==> src/rtl/fetch_stage.sv <==
// Instruction-fetch stage with IF/ID pipeline register for the 5-stage MIPS core.
// Single-outstanding req/gnt/rvalid fetch; decode-resolved redirects discard wrong-path data.
module fetch_stage #(
    parameter logic [31:0] RESET_PC = 32'h0000_0000
) (
    input  logic        clk,
    input  logic        rst_n,
    input  logic        StallF,
    input  logic        StallD,
    input  logic        PCSrcD,
    input  logic [31:0] PCBranchD,
    input  logic        JumpD,
    input  logic [31:0] PCJumpD,
    output logic        imem_req,
    output logic [31:0] imem_addr,
    input  logic        imem_gnt,
    input  logic        imem_rvalid,
    input  logic [31:0] imem_rdata,
    output logic [31:0] InstrD,
    output logic [31:0] PCPlus4D,
    output logic        ValidD,
    output logic [1:0]  o_dbg_state
);

    // Request handshake: a fetch is accepted in any cycle where imem_req && imem_gnt;
    // exactly one imem_rvalid follows each acceptance, at least one cycle later.
    typedef enum logic [1:0] {
        S_FETCH = 2'd0,
        S_WAIT  = 2'd1,
        S_HOLD  = 2'd2,
        S_DRAIN = 2'd3
    } state_t;

    state_t      r_state,     w_state_n;
    logic [31:0] r_pcf,       w_pcf_n;
    logic [31:0] r_fpc,       w_fpc_n;
    logic        r_kill,      w_kill_n;
    logic        r_buf_valid, w_buf_valid_n;
    logic [31:0] r_buf_instr, w_buf_instr_n;
    logic [31:0] r_buf_pc,    w_buf_pc_n;
    logic [31:0] r_instr_d,   w_instr_n;
    logic [31:0] r_pcplus4_d, w_pcplus4_n;
    logic        r_valid_d,   w_valid_n;

    logic        w_redir;
    logic [31:0] w_target;

    // The redirecting instruction itself must be leaving decode for the redirect to count.
    assign w_redir  = r_valid_d & ~StallD & (PCSrcD | JumpD);
    assign w_target = PCSrcD ? PCBranchD : PCJumpD;

    always_comb begin
        w_state_n     = r_state;
        w_pcf_n       = r_pcf;
        w_fpc_n       = r_fpc;
        w_kill_n      = r_kill;
        w_buf_valid_n = r_buf_valid;
        w_buf_instr_n = r_buf_instr;
        w_buf_pc_n    = r_buf_pc;
        w_instr_n     = r_instr_d;
        w_pcplus4_n   = r_pcplus4_d;
        w_valid_n     = StallD ? r_valid_d : 1'b0;
        imem_req      = 1'b0;

        case (r_state)
            S_FETCH: begin
                imem_req = ~StallF & ~w_redir;
                if (w_redir) begin
                    w_pcf_n = w_target;
                end else if (imem_req && imem_gnt) begin
                    w_fpc_n   = r_pcf;
                    w_pcf_n   = r_pcf + 32'd4;
                    w_state_n = S_WAIT;
                end
            end
            S_WAIT: begin
                if (imem_rvalid) begin
                    w_state_n = S_FETCH;
                    if (w_redir) begin
                        w_pcf_n = w_target;
                    end else if (!StallD) begin
                        w_instr_n   = imem_rdata;
                        w_pcplus4_n = r_fpc + 32'd4;
                        w_valid_n   = 1'b1;
                    end else begin
                        w_buf_instr_n = imem_rdata;
                        w_buf_pc_n    = r_fpc;
                        w_buf_valid_n = 1'b1;
                        w_state_n     = S_HOLD;
                    end
                end else if (w_redir) begin
                    w_pcf_n   = w_target;
                    w_kill_n  = 1'b1;
                    w_state_n = S_DRAIN;
                end
            end
            S_HOLD: begin
                if (w_redir) begin
                    w_buf_valid_n = 1'b0;
                    w_pcf_n       = w_target;
                    w_state_n     = S_FETCH;
                end else if (!StallD && r_buf_valid) begin
                    w_instr_n     = r_buf_instr;
                    w_pcplus4_n   = r_buf_pc + 32'd4;
                    w_valid_n     = 1'b1;
                    w_buf_valid_n = 1'b0;
                    w_state_n     = S_FETCH;
                end
            end
            S_DRAIN: begin
                // The wrong-path response is swallowed; later redirects only move PCF.
                if (w_redir) begin
                    w_pcf_n = w_target;
                end
                if (imem_rvalid && r_kill) begin
                    w_kill_n  = 1'b0;
                    w_state_n = S_FETCH;
                end
            end
            default: begin
                w_state_n = S_FETCH;
            end
        endcase
    end

    always_ff @(posedge clk or negedge rst_n) begin
        if (!rst_n) begin
            r_state     <= S_FETCH;
            r_pcf       <= RESET_PC;
            r_fpc       <= 32'd0;
            r_kill      <= 1'b0;
            r_buf_valid <= 1'b0;
            r_buf_instr <= 32'd0;
            r_buf_pc    <= 32'd0;
            r_instr_d   <= 32'd0;
            r_pcplus4_d <= 32'd0;
            r_valid_d   <= 1'b0;
        end else begin
            r_state     <= w_state_n;
            r_pcf       <= w_pcf_n;
            r_fpc       <= w_fpc_n;
            r_kill      <= w_kill_n;
            r_buf_valid <= w_buf_valid_n;
            r_buf_instr <= w_buf_instr_n;
            r_buf_pc    <= w_buf_pc_n;
            r_instr_d   <= w_instr_n;
            r_pcplus4_d <= w_pcplus4_n;
            r_valid_d   <= w_valid_n;
        end
    end

    assign imem_addr   = r_pcf;
    assign InstrD      = r_instr_d;
    assign PCPlus4D    = r_pcplus4_d;
    assign ValidD      = r_valid_d;
    assign o_dbg_state = r_state;

endmodule
==> config.mk <==
export PLATFORM = sky130hd
export DESIGN_NAME = fetch_stage
export DESIGN_NICKNAME = d
export VERILOG_FILES = /design/src/rtl/fetch_stage.sv
export SDC_FILE = /design/constraint.sdc
export NUM_CORES = 1
export LEC_CHECK = 0
export ABC_AREA = 1
export BUFFER_PORTS_ARGS = -buffer_cell sky130_fd_sc_hd__buf_2
export CAP_MARGIN = 20
export CORE_MARGIN = 2
export CORE_UTILIZATION = 45
export CTS_CLUSTER_DIAMETER = 100
export DETAILED_ROUTE_END_ITERATION = 8
export GPL_ROUTABILITY_DRIVEN = 0
export PLACE_DENSITY = 0.67
export SLEW_MARGIN = 20
export SYNTH_ARGS = -nofsm -noshare
export SYNTH_HDL_FRONTEND = slang
export SYNTH_SLANG_ARGS = --single-unit
==> constraint.sdc <==
create_clock -name clk -period 4.7 [get_ports clk]
set_clock_uncertainty 0.05 [all_clocks]
set_input_delay 0.235 -clock clk [delete_from_list [all_inputs] [get_ports clk]]
set_output_delay 0.235 -clock clk [all_outputs]
set_load 0.1 [all_outputs]
==> summary.txt, run 1 <==
Status
  – Outcome: complete, no violations

Route
  – Routed WL: 26.20 mm
  – Initial DRC Count: 627
  – DRC: 0
  – Vias post-DR: 9332
  – WL/cell: 14.19 um
  – Antenna-violating nets left: 0
  – Drt first pass iters: 5
  – Vias/cell: approximately 5.1

Logic synthesis
  – Post-synth net total: 1465
  – Mean post-synth cell area: 7.714 um2
  – Async SR Flop Fraction: 100.0%
  – Top FF cell, synth: dfrtp_1
  – Distinct cells, synth: 36
  – Seq/Total Area, Yosys: 47.16%
  – Post-synth top cells: 478 x nand2_1, 197 x dfrtp_1, 153 x nor2_1, 98 x o21ai_0, 92 x inv_1
  – Synth Register Bits: 197
  – Synthesized cell area: ~10000 um2
  – Yosys Warn Count: 0
  – Synth area leader: dfrtp_1
  – Synth area leaders: dfrtp_1 47%, nand2_1 17%, nor2_1 5.5%
  – Post-synth EDFFs: 0
  – Top-area cell type share of the netlist area: 47.16%
  – Most instantiated library cell after synthesis: nand2_1
  – Gate Count Post-Synth: 1355

Clock network
  – CTS tree: built
  – Root buffer cell: clkbuf_16
  – Clk_lat worst skew: between 0.4 and 0.5 ns
  – Hold-fix buffers, CTS: 26
  – CTS clk-pin slew, worst paths: 0.07 ns
  – Setup bufs post-CTS: 0
  – # H-tree levels: 4
  – Clk sinks: 197
  – Cts repair resizes: 0
  – CTS buffer count: 17
  – CTS Buffer Depth: 2

Global routing
  – Vias in the first global route: 8461
  – GR Util met1: 32.06%
  – Initial antenna violation count: 0
  – Total gr overflow: 0
  – Met2 usage: between 30 and 40%
  – First-pass GRT wire length: 42.50 mm
  – GRT busiest layer: met2
  – Pin count of the biggest net entering global routing: 114
  – GRT Total Usage: 21.62%
  – Grt met3 use: 3.517%

Final layout
  – Final non-filler cell area: 12410 um2
  – Ratio of cells with drive above 1 in the final layout: 20.87%
  – Area growth, synth to finish: 18.72%
  – Final Core Density: 54.64%
  – Antenna diode count: 0
  – Nets: 1659

Critical path
  – R2r setup slk: 1.71 ns
  – Worst EP required: 4.41 ns
  – Crit start category: flip-flop
  – Data arrival, critical path: 2.95 ns
  – Launching point of the worst reg2reg path: o_dbg_state[0]$_DFFE_PN0P_
  – R2r worst-path depth: 12
  – Critical path class: flip-flop to output port
  – Crit Path Max Fanout: 46
  – CP Capture Type: output port
  – Worst R2R End: PCPlus4D[14]$_DFFE_PN0P_

Min path
  – Beginning of the worst hold path: imem_rdata[17]
  – Hold Path Class: input port to flip-flop
  – Min-Delay Path Depth: 2
  – Hold Crit Endpoint: r_buf_instr[17]$_DFFE_PN0P_

Floorplanning
  – Die width: 156.4 um
  – Die ar.: 24460 um2
  – Std-Cell Rows: 55
  – Core Region: 22710 um2
  – Io pins: 204
  – Initial Util: 46.03%
  – Die height: 156.4 um

Placement
  – # port buffers: 203
  – HPWL after DPL: ~19 mm
  – Placed cell areas: about 12000 um2

Timing
  – Slew Viols, Final: 0
  – Min cycle time layout: 3.232 ns
  – Worst-Margin Slew: ~0.95 ns
  – Final setup vio count: 0
  – Relative slew slack: 36.75%
  – RSZ-0062 raised after global routing: false
  – Period utilization: 68.77%
  – F_max: 309.4 MHz
  – Setup TNS: 0 ns
  – Final Hold Fails: 0

Job
  – MaxCap Viol Count: 0
[layout make-up]
cell class              count  area, um2
repair buffers            237       1358
multi-input cells        1000       4847
clock inverters            12      100.1
flip-flops and latches    197       4930
well taps                 285      356.6
inverters                  96      361.6
clock buffers              20      456.7
fillers                  2183      10300
[registers in the layout, indices dropped and copies added (netlist names)]
signal       flops
InstrD          32
PCPlus4D        32
ValidD           1
imem_addr       32
o_dbg_state      2
r_buf_instr     32
r_buf_pc        32
r_buf_valid      1
r_fpc           32
r_kill           1
[worst max-delay path, cell delays in order (launching register included)]
cell     delay (ns)
dfrtp_1        0.41
inv_1          0.12
ha_1           0.20
inv_1          0.12
nor2_8         0.51
inv_1          0.48
nor2_1         0.20
buf_2          0.45
[routing by layer]
layer | share of wire (%) | vias up
met5 | 0 | -
met4 | 1.4 | 0
met3 | 6.0 | 35
met2 | 44 | 306
met1 | 49 | 4275
li1 | - | 4716
[cell families (layout without fill, tap and decap cells)]
family                     count (synthesis)  in the layout  synth area share [%]
and+or+nand+nor                          731            731                 28.30
DFF                                      197            197                 47.16
AOI/OAI and AO/OA                        190            190                 9.935
buffers and inverters                    158            365                 6.631
muxes                                     54             54                 5.662
xor gates and xnor gates                  19             19                 1.592
adders and majority gates                  6              6                0.7182
[cell usage in the layout (no fill, tap or decap), drive strengths merged, types with 3 or more instances in the layout]
| master | Yosys | layout |
|---|---|---|
| nand2 | 492 | 492 |
| buf | 41 | 210 |
| dfrtp | 197 | 197 |
| nor2 | 166 | 166 |
| o21ai | 108 | 108 |
| inv | 95 | 97 |
| nand3 | 55 | 55 |
| a31oi | 44 | 44 |
| mux2 | 41 | 41 |
| a21oi | 34 | 34 |
| dlygate4sd3 | 0 | 26 |
| clkbuf | 21 | 21 |
| xor2 | 16 | 16 |
| mux2i | 13 | 13 |
| nor3 | 8 | 8 |
| clkinv | 1 | 8 |
| ha | 6 | 6 |
| nand4 | 5 | 5 |
| or2 | 4 | 4 |
| xnor2 | 3 | 3 |
| clkinvlp | 0 | 3 |
[through the flow]
step / setup slack [ns] / hold slack, ns / instances
2_1_floorplan: 1.468 / -0.1106 / 1355
3_3_place_gp: 1.787 / 0.3749 / 1788
6_report: 1.468 / 0.01562 / 1847
5_1_grt: 1.258 / 0.001850 / 1847
3_5_place_dp: 1.693 / 0.3599 / 1788
4_1_cts: 1.441 / 0.0002507 / 1846
[worst max path at each step]
stage,to,cells past startpoint,start,slack (ns)
CTS,imem_req,7,o_dbg_state[1]$_DFFE_PN0P_,1.44
global route,imem_req,7,o_dbg_state[0]$_DFFE_PN0P_,1.26
finish,imem_req,7,o_dbg_state[0]$_DFFE_PN0P_,1.47
floorplan,imem_req,7,o_dbg_state[0]$_DFFE_PN0P_,1.47
global placement,PCPlus4D[28]$_DFFE_PN0P_,15,o_dbg_state[0]$_DFFE_PN0P_,1.79
detailed placement,PCPlus4D[14]$_DFFE_PN0P_,13,o_dbg_state[0]$_DFFE_PN0P_,1.69
Power of run 1 is left out: the tool's default activity adds up to more than one toggle a clock period on the data nets, which glitch-free logic cannot reach.
==> inputs of run 2 (changes only) <==
Clock period 4.7 ns to 3.02 ns, I/O delays scaled along.
==> run 2 against run 1 <==
  * Count of clock-buffer cells in the layout fell by 2
  * Via count rose by 1.2%
  * First-iteration DRC count fell by 4.1%
  * Flip-flop and latch count did not move
  * Worst setup slack got worse by 1.1 ns
  * Highest routed layer unchanged
  * Critical path type is now flip-flop to flip-flop
  * Global-route usage rose by 0.96 points
  * Wire length rose by 2.8%
  * Critical endpoint is now PCPlus4D[29]$_DFFE_PN0P_
  * Largest cell class unchanged
  * Cell count rose by 1.2%
  * Core utilization rose by 1.3 points
==> summary.txt, run 2 (synthesis gave the netlist of run 1 again) <==
Route
  – Vias post-DR: 9441 (+1.2%)
  – Metal-1 WL: 12.77 mm (+0.34%)
  – WL met2: 12.15 mm (+5.5%)
  – Initial DRC Count: 601 (-4.1%)
  – Vias/cell: 5.051 (about the same)
  – Top layer reached by signal wires: met4
  – Met3 wire length: 1.609 mm (+1.8%)
  – WL/cell: 14.42 um (+1.6%)
  – DRC: 0 (unchanged)
  – Drt first pass iters: 5 (unchanged)
  – Routed WL: 26.95 mm (+2.8%)
  – Antenna-violating nets left: 0 (unchanged)

Clock network
  – CTS Buffer Depth: 2 (unchanged)
  – # H-tree levels: 4 (unchanged)
  – CTS tree: built
  – Setup bufs post-CTS: 0 (unchanged)
  – Clk sinks: 197 (unchanged)
  – Clk_lat worst skew: 0.43 ns (about the same)
  – Cts repair resizes: 0 (unchanged)
  – CTS buffer count: 17 (unchanged)
  – Root buffer cell: clkbuf_16
  – Hold-fix buffers, CTS: 40 (+54%)
  – CTS clk-pin slew, worst paths: 0.07 ns (about the same)

Timing
  – Min cycle time layout: 2.659 ns
  – Relative slew slack: 47.13% (+10 points)
  – Final setup vio count: 0 (unchanged)
  – Final Hold Fails: 0 (unchanged)
  – F_max: 376.0 MHz
  – Slew Viols, Final: 0 (unchanged)
  – Setup TNS: 0 ns (unchanged)
  – RSZ-0062 raised after global routing: false
  – Worst-Margin Slew: 0.7870 ns (-0.1616 ns)
  – Period utilization: between 80% and 90%

Global routing
  – Vias in the first global route: 8850 (+4.6%)
  – GRT Total Usage: 22.58% (+0.96 points)
  – Initial antenna violation count: 0 (unchanged)
  – Pin count of the biggest net entering global routing: 73 (-36%)
  – Total gr overflow: 0 (unchanged)
  – First-pass GRT wire length: 44.37 mm (+4.4%)

Placement
  – Placed cell areas: 11700 um2 (+1.1%)
  – # port buffers: 203 (unchanged)
  – Placed cell count: 1798 (+0.56%)
  – HPWL after DPL: 19.49 mm (+4.3%)

Job
  – MaxCap Viol Count: 0 (unchanged)

Final layout
  – Leading cell types in the layout, fill and taps excluded: 477 x nand2_1, 202 x buf_2, 197 x dfrtp_1, 152 x nor2_1, 98 x o21ai_0
  – Nets: 1682 (+1.4%)
  – Ratio of cells with drive above 1 in the final layout: 21.21% (+0.34 points)
  – Antenna diode count: 0 (unchanged)
  – Area growth, synth to finish: 21.52%
  – Final Core Density: 55.93% (+1.3 points)
  – Fillers: 2130 (-2.4%)
  – Most common cell after layout, fill and taps aside: nand2_1
  – Finished Layout Cells: 1869 (+1.2%)
  – Final non-filler cell area: 12700 um2 (+2.4%)

Critical path
  – Data arrival, critical path: 2.94 ns (about the same)
  – Setup crit end: PCPlus4D[29]$_DFFE_PN0P_
  – Crit Path Max Fanout: 42 (-8.7%)
  – Worst EP required: 3.30 ns (-1.11 ns)
  – Crit start category: flip-flop
  – Worst R2R End: PCPlus4D[29]$_DFFE_PN0P_
  – R2r worst-path depth: 15 (+3)
  – Beginning of the critical path: o_dbg_state[0]$_DFFE_PN0P_
  – Launching point of the worst reg2reg path: o_dbg_state[0]$_DFFE_PN0P_
  – Critical path class: flip-flop to flip-flop
  – CP Capture Type: flip-flop
  – R2r setup slk: 0.36 ns (-1.35 ns)

Floorplanning
  – Initial Util: 46.03% (unchanged)
  – Core Region: 22710 um2 (unchanged)
  – Die height: 156.4 um (unchanged)
  – Io pins: 204 (unchanged)
  – Std-Cell Rows: 55 (unchanged)
  – Die width: 156.4 um (unchanged)
  – Die ar.: 24460 um2 (unchanged)

Min path
  – Hold Path Class: input port to flip-flop

Status
  – Outcome: complete, no violations
==> run 2: worst min path at each step <==
stage	end	slack (ns)	cells past startpoint	from
2_1_floorplan	InstrD[0]$_DFFE_PN0P_	-0.19	0	rst_n
3_3_place_gp	r_buf_instr[17]$_DFFE_PN0P_	0.16	1	rst_n
3_5_place_dp	InstrD[17]$_DFFE_PN0P_	0.16	1	rst_n
4_1_cts	imem_addr[31]$_DFFE_PN0P_	0.0005	5	PCBranchD[31]
5_1_grt	imem_addr[31]$_DFFE_PN0P_	0.05	5	PCBranchD[31]
6_report	imem_addr[21]$_DFFE_PN0P_	0.01	5	PCJumpD[21]
==> run 2: routing by layer <==
layer / vias up / track usage, %
met2: 307 / 35.56
li1: 4775 / -
met5: - / 0
met4: 0 / 6.509
met3: 29 / 3.711
met1: 4330 / 32.27
==> run 2: worst max-delay path, stage by stage (launching register included) <==
cell and delay (ns):
dfrtp_1 0.39, inv_1 0.10, ha_2 0.34, inv_2 0.11
buf_4 0.43, nand2_1 0.12, nand2_2 0.14, nand2_1 0.10
nor2_1 0.15, nand2_1 0.12, nor2_1 0.22, nand2_1 0.09
nand2_1 0.06, nand2_1 0.05, nand2_1 0.05, nand2_1 0.04
==> run 2: stage by stage <==
| stage | hold WS [ns] | setup WS (ns) |
|---|---|---|
| 6_report | 0.009957 | 0.3607 |
| 5_1_grt | 0.04955 | 0.04987 |
| 4_1_cts | 0.0005482 | 0.3725 |
| 3_5_place_dp | 0.1578 | 0.3866 |
| 3_3_place_gp | 0.1562 | 0.4708 |
| 2_1_floorplan | -0.1946 | 0.1562 |
==> run 2: cell type report <==
| type | instances | area, um2 | area share [%] |
|---|---|---|---|
| clock buffer | 18 | 439.2 | 3.457 |
| clock inverter | 13 | 163.9 | 1.290 |
| inverter | 96 | 360.3 | 2.837 |
| multi-input combinational | 1000 | 4850 | 38.18 |
| sequential | 197 | 4930 | 38.81 |
| tap | 285 | 356.6 | 2.807 |
| timing repair buffer | 260 | 1603 | 12.62 |
Power of run 2 is left out for the same reason.
